$ cat src/rtl/serial_pattern_pkg.sv
// Shared types and helpers for the serial pattern generator.
// State encoding, default widths and the pattern-length clamp.
package serial_pattern_pkg;

    typedef enum logic [1:0] {
        IDLE,
        SHIFT,
        GAP,
        DONE
    } state_t;

    localparam int DEF_W       = 8;
    localparam int DEF_REP_W   = 4;
    localparam int DEF_GAP_LEN = 2;

    // Requests longer than the pattern register are truncated to the register width.
    function automatic int unsigned clamp_len(input int unsigned len, input int unsigned w);
        return (len > w) ? w : len;
    endfunction

endpackage

$ cat src/rtl/serial_pattern_gen_piso_shreg.sv
// W-bit parallel-in serial-out register: parallel load or shift-left by one, load has priority.
module piso_shreg #(
    parameter int W = 8
) (
    input  logic         clock,
    input  logic         reset,
    input  logic         load,
    input  logic         shift,
    input  logic [W-1:0] din,
    output logic [W-1:0] q
);

    // NOTE: sequential state uses non-blocking assignments so every flop samples pre-edge values.
    always_ff @(posedge clock or posedge reset) begin
        if (reset) begin
            q <= '0;
        end else if (load) begin
            q <= din;
        end else if (shift) begin
            q <= {q[W-2:0], 1'b0};
        end
    end

endmodule

$ cat src/rtl/serial_pattern_gen.sv
// Serial bit-stream generator: shifts a captured pattern out MSB-first on j, optionally repeated.
// Define PATGEN_GAP_EN to insert GAP_LEN idle-zero bits between repetitions.
module serial_pattern_gen
    import serial_pattern_pkg::*;
#(
    parameter  int W       = DEF_W,
    parameter  int REP_W   = DEF_REP_W,
    parameter  int GAP_LEN = DEF_GAP_LEN,
    localparam int LEN_W   = $clog2(W + 1)
) (
    input  logic             clock,
    input  logic             reset,
    input  logic             start,
    input  logic             abort,
    input  logic [W-1:0]     pattern,
    input  logic [LEN_W-1:0] len,
    input  logic [REP_W-1:0] reps,
    output logic             j,
    output logic             busy,
    output logic             done
);

    state_t             state, next_state;
    logic [W-1:0]       pat_q;
    logic [LEN_W-1:0]   len_q, bit_idx, bit_idx_n;
    logic [REP_W-1:0]   rep_cnt, rep_cnt_n;
    logic [LEN_W-1:0]   in_len;
    logic [W-1:0]       in_aligned;
    logic [W-1:0]       sh_q, sh_din;
    logic               sh_load, sh_shift;
    logic               capture, reload;
    logic               j_next;

`ifdef PATGEN_GAP_EN
    localparam int GAP_W = (GAP_LEN > 1) ? $clog2(GAP_LEN) : 1;
    logic [GAP_W-1:0]   gap_cnt, gap_cnt_n;
`else
    logic               unused_gap;
    assign unused_gap = ^GAP_LEN;
`endif

    // Left-justify the request so bit len-1 sits at the MSB of the shift register.
    assign in_len     = LEN_W'(clamp_len(32'(len), 32'(W)));
    assign in_aligned = pattern << (W - int'(in_len));

    // The register holds the bits still to come; the bit currently on j lives in the j flop.
    piso_shreg #(.W(W)) u_shreg (
        .clock (clock),
        .reset (reset),
        .load  (sh_load),
        .shift (sh_shift),
        .din   (sh_din),
        .q     (sh_q)
    );

    // NOTE: every combinational output gets a default first so no path infers a latch.
    always_comb begin
        next_state = state;
        capture    = 1'b0;
        reload     = 1'b0;
        sh_load    = 1'b0;
        sh_shift   = 1'b0;
        sh_din     = '0;
        j_next     = 1'b0;
        bit_idx_n  = bit_idx;
        rep_cnt_n  = rep_cnt;
`ifdef PATGEN_GAP_EN
        gap_cnt_n  = gap_cnt;
`endif
        unique case (state)
            IDLE: begin
                if (start && len != '0) begin
                    next_state = SHIFT;
                    capture    = 1'b1;
                    sh_load    = 1'b1;
                    sh_din     = in_aligned << 1;
                    j_next     = in_aligned[W-1];
                    bit_idx_n  = in_len - LEN_W'(1);
                    rep_cnt_n  = (reps == '0) ? REP_W'(1) : reps;
                end
            end
            SHIFT: begin
                if (abort) begin
                    next_state = IDLE;
                end else if (bit_idx != '0) begin
                    sh_shift  = 1'b1;
                    j_next    = sh_q[W-1];
                    bit_idx_n = bit_idx - LEN_W'(1);
                end else if (rep_cnt > REP_W'(1)) begin
                    rep_cnt_n = rep_cnt - REP_W'(1);
`ifdef PATGEN_GAP_EN
                    if (GAP_LEN == 0) begin
                        reload = 1'b1;
                    end else begin
                        next_state = GAP;
                        gap_cnt_n  = GAP_W'(GAP_LEN - 1);
                    end
`else
                    reload = 1'b1;
`endif
                end else begin
                    next_state = DONE;
                end
            end
            GAP: begin
`ifdef PATGEN_GAP_EN
                if (abort) begin
                    next_state = IDLE;
                end else if (gap_cnt == '0) begin
                    next_state = SHIFT;
                    reload     = 1'b1;
                end else begin
                    gap_cnt_n = gap_cnt - GAP_W'(1);
                end
`else
                next_state = IDLE;
`endif
            end
            DONE: next_state = IDLE;
            default: next_state = IDLE;
        endcase

        if (reload) begin
            sh_load   = 1'b1;
            sh_din    = pat_q << 1;
            j_next    = pat_q[W-1];
            bit_idx_n = len_q - LEN_W'(1);
        end
    end

    always_ff @(posedge clock or posedge reset) begin
        if (reset) begin
            state   <= IDLE;
            pat_q   <= '0;
            len_q   <= '0;
            bit_idx <= '0;
            rep_cnt <= '0;
            j       <= 1'b0;
            busy    <= 1'b0;
            done    <= 1'b0;
        end else begin
            state   <= next_state;
            bit_idx <= bit_idx_n;
            rep_cnt <= rep_cnt_n;
            j       <= j_next;
            busy    <= (next_state == SHIFT) || (next_state == GAP);
            done    <= (next_state == DONE);
            if (capture) begin
                pat_q <= in_aligned;
                len_q <= in_len;
            end
        end
    end

`ifdef PATGEN_GAP_EN
    always_ff @(posedge clock or posedge reset) begin
        if (reset) begin
            gap_cnt <= '0;
        end else begin
            gap_cnt <= gap_cnt_n;
        end
    end
`endif

endmodule

$ cat config.mk
export PLATFORM = sky130hd
export DESIGN_NAME = serial_pattern_gen
export DESIGN_NICKNAME = d
export VERILOG_FILES = /design/src/rtl/serial_pattern_pkg.sv /design/src/rtl/serial_pattern_gen_piso_shreg.sv /design/src/rtl/serial_pattern_gen.sv
export SDC_FILE = /design/constraint.sdc
export NUM_CORES = 1
export LEC_CHECK = 0
export CAP_MARGIN = 20
export CORE_MARGIN = 2
export CORE_UTILIZATION = 60
export CTS_CLUSTER_DIAMETER = 200
export DETAILED_ROUTE_END_ITERATION = 6
export PLACE_DENSITY_LB_ADDON = 0.3
export SETUP_SLACK_MARGIN = 0.05
export SYNTH_ARGS = -nofsm -noshare
export SYNTH_HDL_FRONTEND = slang
export SYNTH_HIERARCHICAL = 1
export SYNTH_SLANG_ARGS = --single-unit
$ cat constraint.sdc
create_clock -name clock -period 4.9 [get_ports clock]
set_clock_uncertainty 0.1 [all_clocks]
set_input_delay 0.98 -clock clock [delete_from_list [all_inputs] [get_ports clock]]
set_output_delay 0.98 -clock clock [all_outputs]
set_load 0.03 [all_outputs]
==> metrics.md <==
| Metric | Value |
|---|---|
| Outcome | `finished clean` |
| Finished Layout Cells | `between 200 and 300` |
| # H-tree levels | `2` |
| Max FO, Critical Path | `20` |
| Largest cells by area after synthesis | `dfrtp_1 40%, nand2_1 7.0%, mux2i_1 6.7%` |
| Initial antenna violation count | `0` |
| Post-Syn Instances | `between 200 and 250` |
| Largest net degree at the start of global routing | `26` |
| Die area | `0.00395 mm2` |
| Num rows | `21` |
| Skew-Pair Late Insertion Delay | `about 0.34 ns` |
| Drt pass-1 iters | `4` |
| Reg area | `826 um2` |
| Routed vias/inst | `around 6` |
| Core area | `between 0.003 and 0.004 mm2` |
| Clock Sinks | `33` |
| Via count | `around 1700` |
| Seq pwr share | `0.463` |
| Cell variety after synth | `between 50 and 60` |
| CP Capture Type | `flip-flop` |
| Tot GR Track Use | `0.232` |
| Proportion of layout cells with a drive suffix above 1 | `0.0954` |
| Register bit total from synthesis | `33` |
| Fin crit share | `0.708` |
| Grt total ovfl | `0` |
| Resized Gates After CTS | `0` |
| Area of the multi-input gates | `0.00115 mm2` |
| Initial drt markers | `just over 70` |
| Crit path DAT | `3.58 ns` |
| WL final | `4180 um` |
| Remaining antenna violation count after routing | `0` |
| Synth area leader | `dfrtp_1` |
| Number of global-route vias before repair | `about 1600` |
| Number of diodes | `0` |
| FILL cells | `280` |
| Root buf cell | `clkbuf_4` |
| Clock tree buffer depth | `2` |
| Hold_buf cts | `0` |
| Clk pwr share | `0.174` |
| Net count, final | `265` |
| First-pass GRT wire length | `7290 um` |
| EDFF count, synth | `0` |
| CTS buffer count | `5` |
| Crit Path Category | `input port to flip-flop` |
| Placer Congestion | `0.868` |
| CTS tree | `done` |
| Post-CTS Setup Bufs | `0` |
| P&R area growth vs syn | `12.2%` |
| Switching power | `0.000324 W` |
| Rel. slew slack | `0.381` |
| Max-slew violations | `0` |
| CP Data Required Time | `~5.0 ns` |
| Syn Std Cell Area | `0.00208 mm2` |
| Fin. Hold Viols | `0` |
| Hold WC Path Type | `flip-flop to flip-flop` |
| Min cycle time layout | `about 3.5 ns` |
| Top-count cell post-synth | `nand2_1` |
| Top cells by count, synth | `39 x nand2_1, 33 x dfrtp_1, 14 x mux2i_1` |
| Fin Setup TNS | `0 ns` |
| Slew @ Worst Pin | `0.928 ns` |
| DRC Markers | `0` |
| Post-synthesis sequential area ratio | `0.397` |
| Final Cell Area | `around 0.0023 mm2` |
| Placed Instances | `roughly 280` |
| Final Total Pwr | `between 0.0008 and 0.0009 W` |
| DP Wirelength | `between 3000 and 4000 um` |
| Max VDD drop | `approximately 0.26 mV` |
| Switch share | `0.376` |
| Synth async-reset ratio | `1.00` |
| FMAX | `just under 300 MHz` |
| Most used DFF post-synth | `dfrtp_1` |
| Port Buffers | `22` |
| Ys Warns | `6` |
| Routed length per instance | `14.6 um` |
| Comb pwr share | `0.364` |
| Die Wd | `62.9 um` |
| Die Y-Extent | `about 63 um` |
| RSZ-0062 raised after global routing | `false` |
| Cell Pwr Density | `~370 mW/mm2` |
| Starting density of the core | `0.623` |
| Dpl cell area | `0.00228 mm2` |
| Max cap viols | `0` |
| Post-synth net total | `around 250` |
| I/O pin count | `23` |
| CP startpoint kind | `input port` |
| Leakage | `1.09 nW` |
| Final setup violation count | `0` |
| Top-area cell type share of the netlist area | `0.397` |
| Pint | `roughly 0.00054 W` |
| Syn avg cell area | `between 9 and 10 um2` |
| CTS clock-pin slew for the worst setup and hold paths | `around 0.11 ns` |
-- path summary, 6_finish.rpt --
check	slack, ns	start	end	cells past startpoint
max	1.43	len[3]	u_shreg/q[5]$_DFFE_PP0P_	8
min	0.38	pat_q[6]$_DFFE_PP0P_	pat_q[6]$_DFFE_PP0P_	2
max reg2reg	2.04	bit_idx[0]$_DFFE_PP0P_	bit_idx[2]$_DFFE_PP0P_	6
min reg2reg	0.38	pat_q[6]$_DFFE_PP0P_	pat_q[6]$_DFFE_PP0P_	2
max in group asynchronous	3.07	reset	rep_cnt[0]$_DFFE_PP0P_	2
min in group asynchronous	0.79	reset	u_shreg/q[5]$_DFFE_PP0P_	2
-- cells in the final DEF (no fill, tap or decap), types with 4 or more instances in the layout --
master           Yosys  layout
nand2_1             39      39
nor3_1               5       5
mux2i_1             14      14
o21ai_0             11      11
a31oi_1              4       4
dfrtp_1             33      33
o21ai_1              9       9
inv_1                8       8
mux2_2               6       6
clkbuf_4             0       5
nor2_1              11      11
nand2b_1             6       6
a21oi_1              4       4
a21o_1               8       8
clkdlybuf4s50_1      0      22
ha_1                 5       5
-- flip-flops by register name, indices dropped and copies added, names as in the netlist --
signal / flops
pat_q: 8
busy: 1
j: 1
len_q: 4
done: 1
rep_cnt: 4
u_shreg/q: 8
state: 2
bit_idx: 4
-- per-stage QoR --
stage,hold slack (ns),utilization,worst slack (ns)
global route,0.414,0.699,1.19
floorplan,0.339,-,1.97
finish,0.385,0.699,1.43
global placement,0.351,0.684,1.16
CTS,0.384,0.699,1.49
detailed placement,0.359,0.684,1.12
-- layout make-up --
cell class,instances,area share
Timing Repair Buffer,22,0.0944
Inverter,8,0.0129
Clock inverter,2,0.00429
Tap cell,46,0.0247
Clock buffer,6,0.0177
Multi-Input combinational cell,170,0.492
Sequential cell,33,0.354
-- cell families after synthesis --
kind of cell | synth area share
adders and majority gates | 0.0301
DFF | 0.397
and+or+nand+nor | 0.185
AOI/OAI and AO/OA | 0.211
muxes | 0.111
buffers and inverters | 0.0511
other | 0.00180
xor gates and xnor gates | 0.0126
-- power groups by stage --
stage	combinational [W]	clock, W	sequential (W)
finish	0.000314	0.000150	0.000399
global route	0.000350	0.000164	0.000409
CTS	0.000313	0.000154	0.000399
detailed placement	0.000310	0	0.000405
global placement	0.000302	0	0.000404
floorplan	0.000250	0	0.000396
-- metal layers --
metal	routed length (um)	global-route usage	part of all wire
met5	0	0	0
met4	55	0.0944	0.013
met3	166	0.0523	0.040
met2	1910	0.367	0.46
met1	2050	0.307	0.49
-- worst max-delay path, cell delays in order --
cell             delay [ns]
clkdlybuf4s50_1        0.62
nor4_1                 0.56
or4b_1                 0.60
nor2_1                 0.21
a32o_1                 0.32
a21o_1                 0.16
nand2_1                0.06
o21ai_1                0.06
Note: power is estimated with default switching activity, not from simulation.
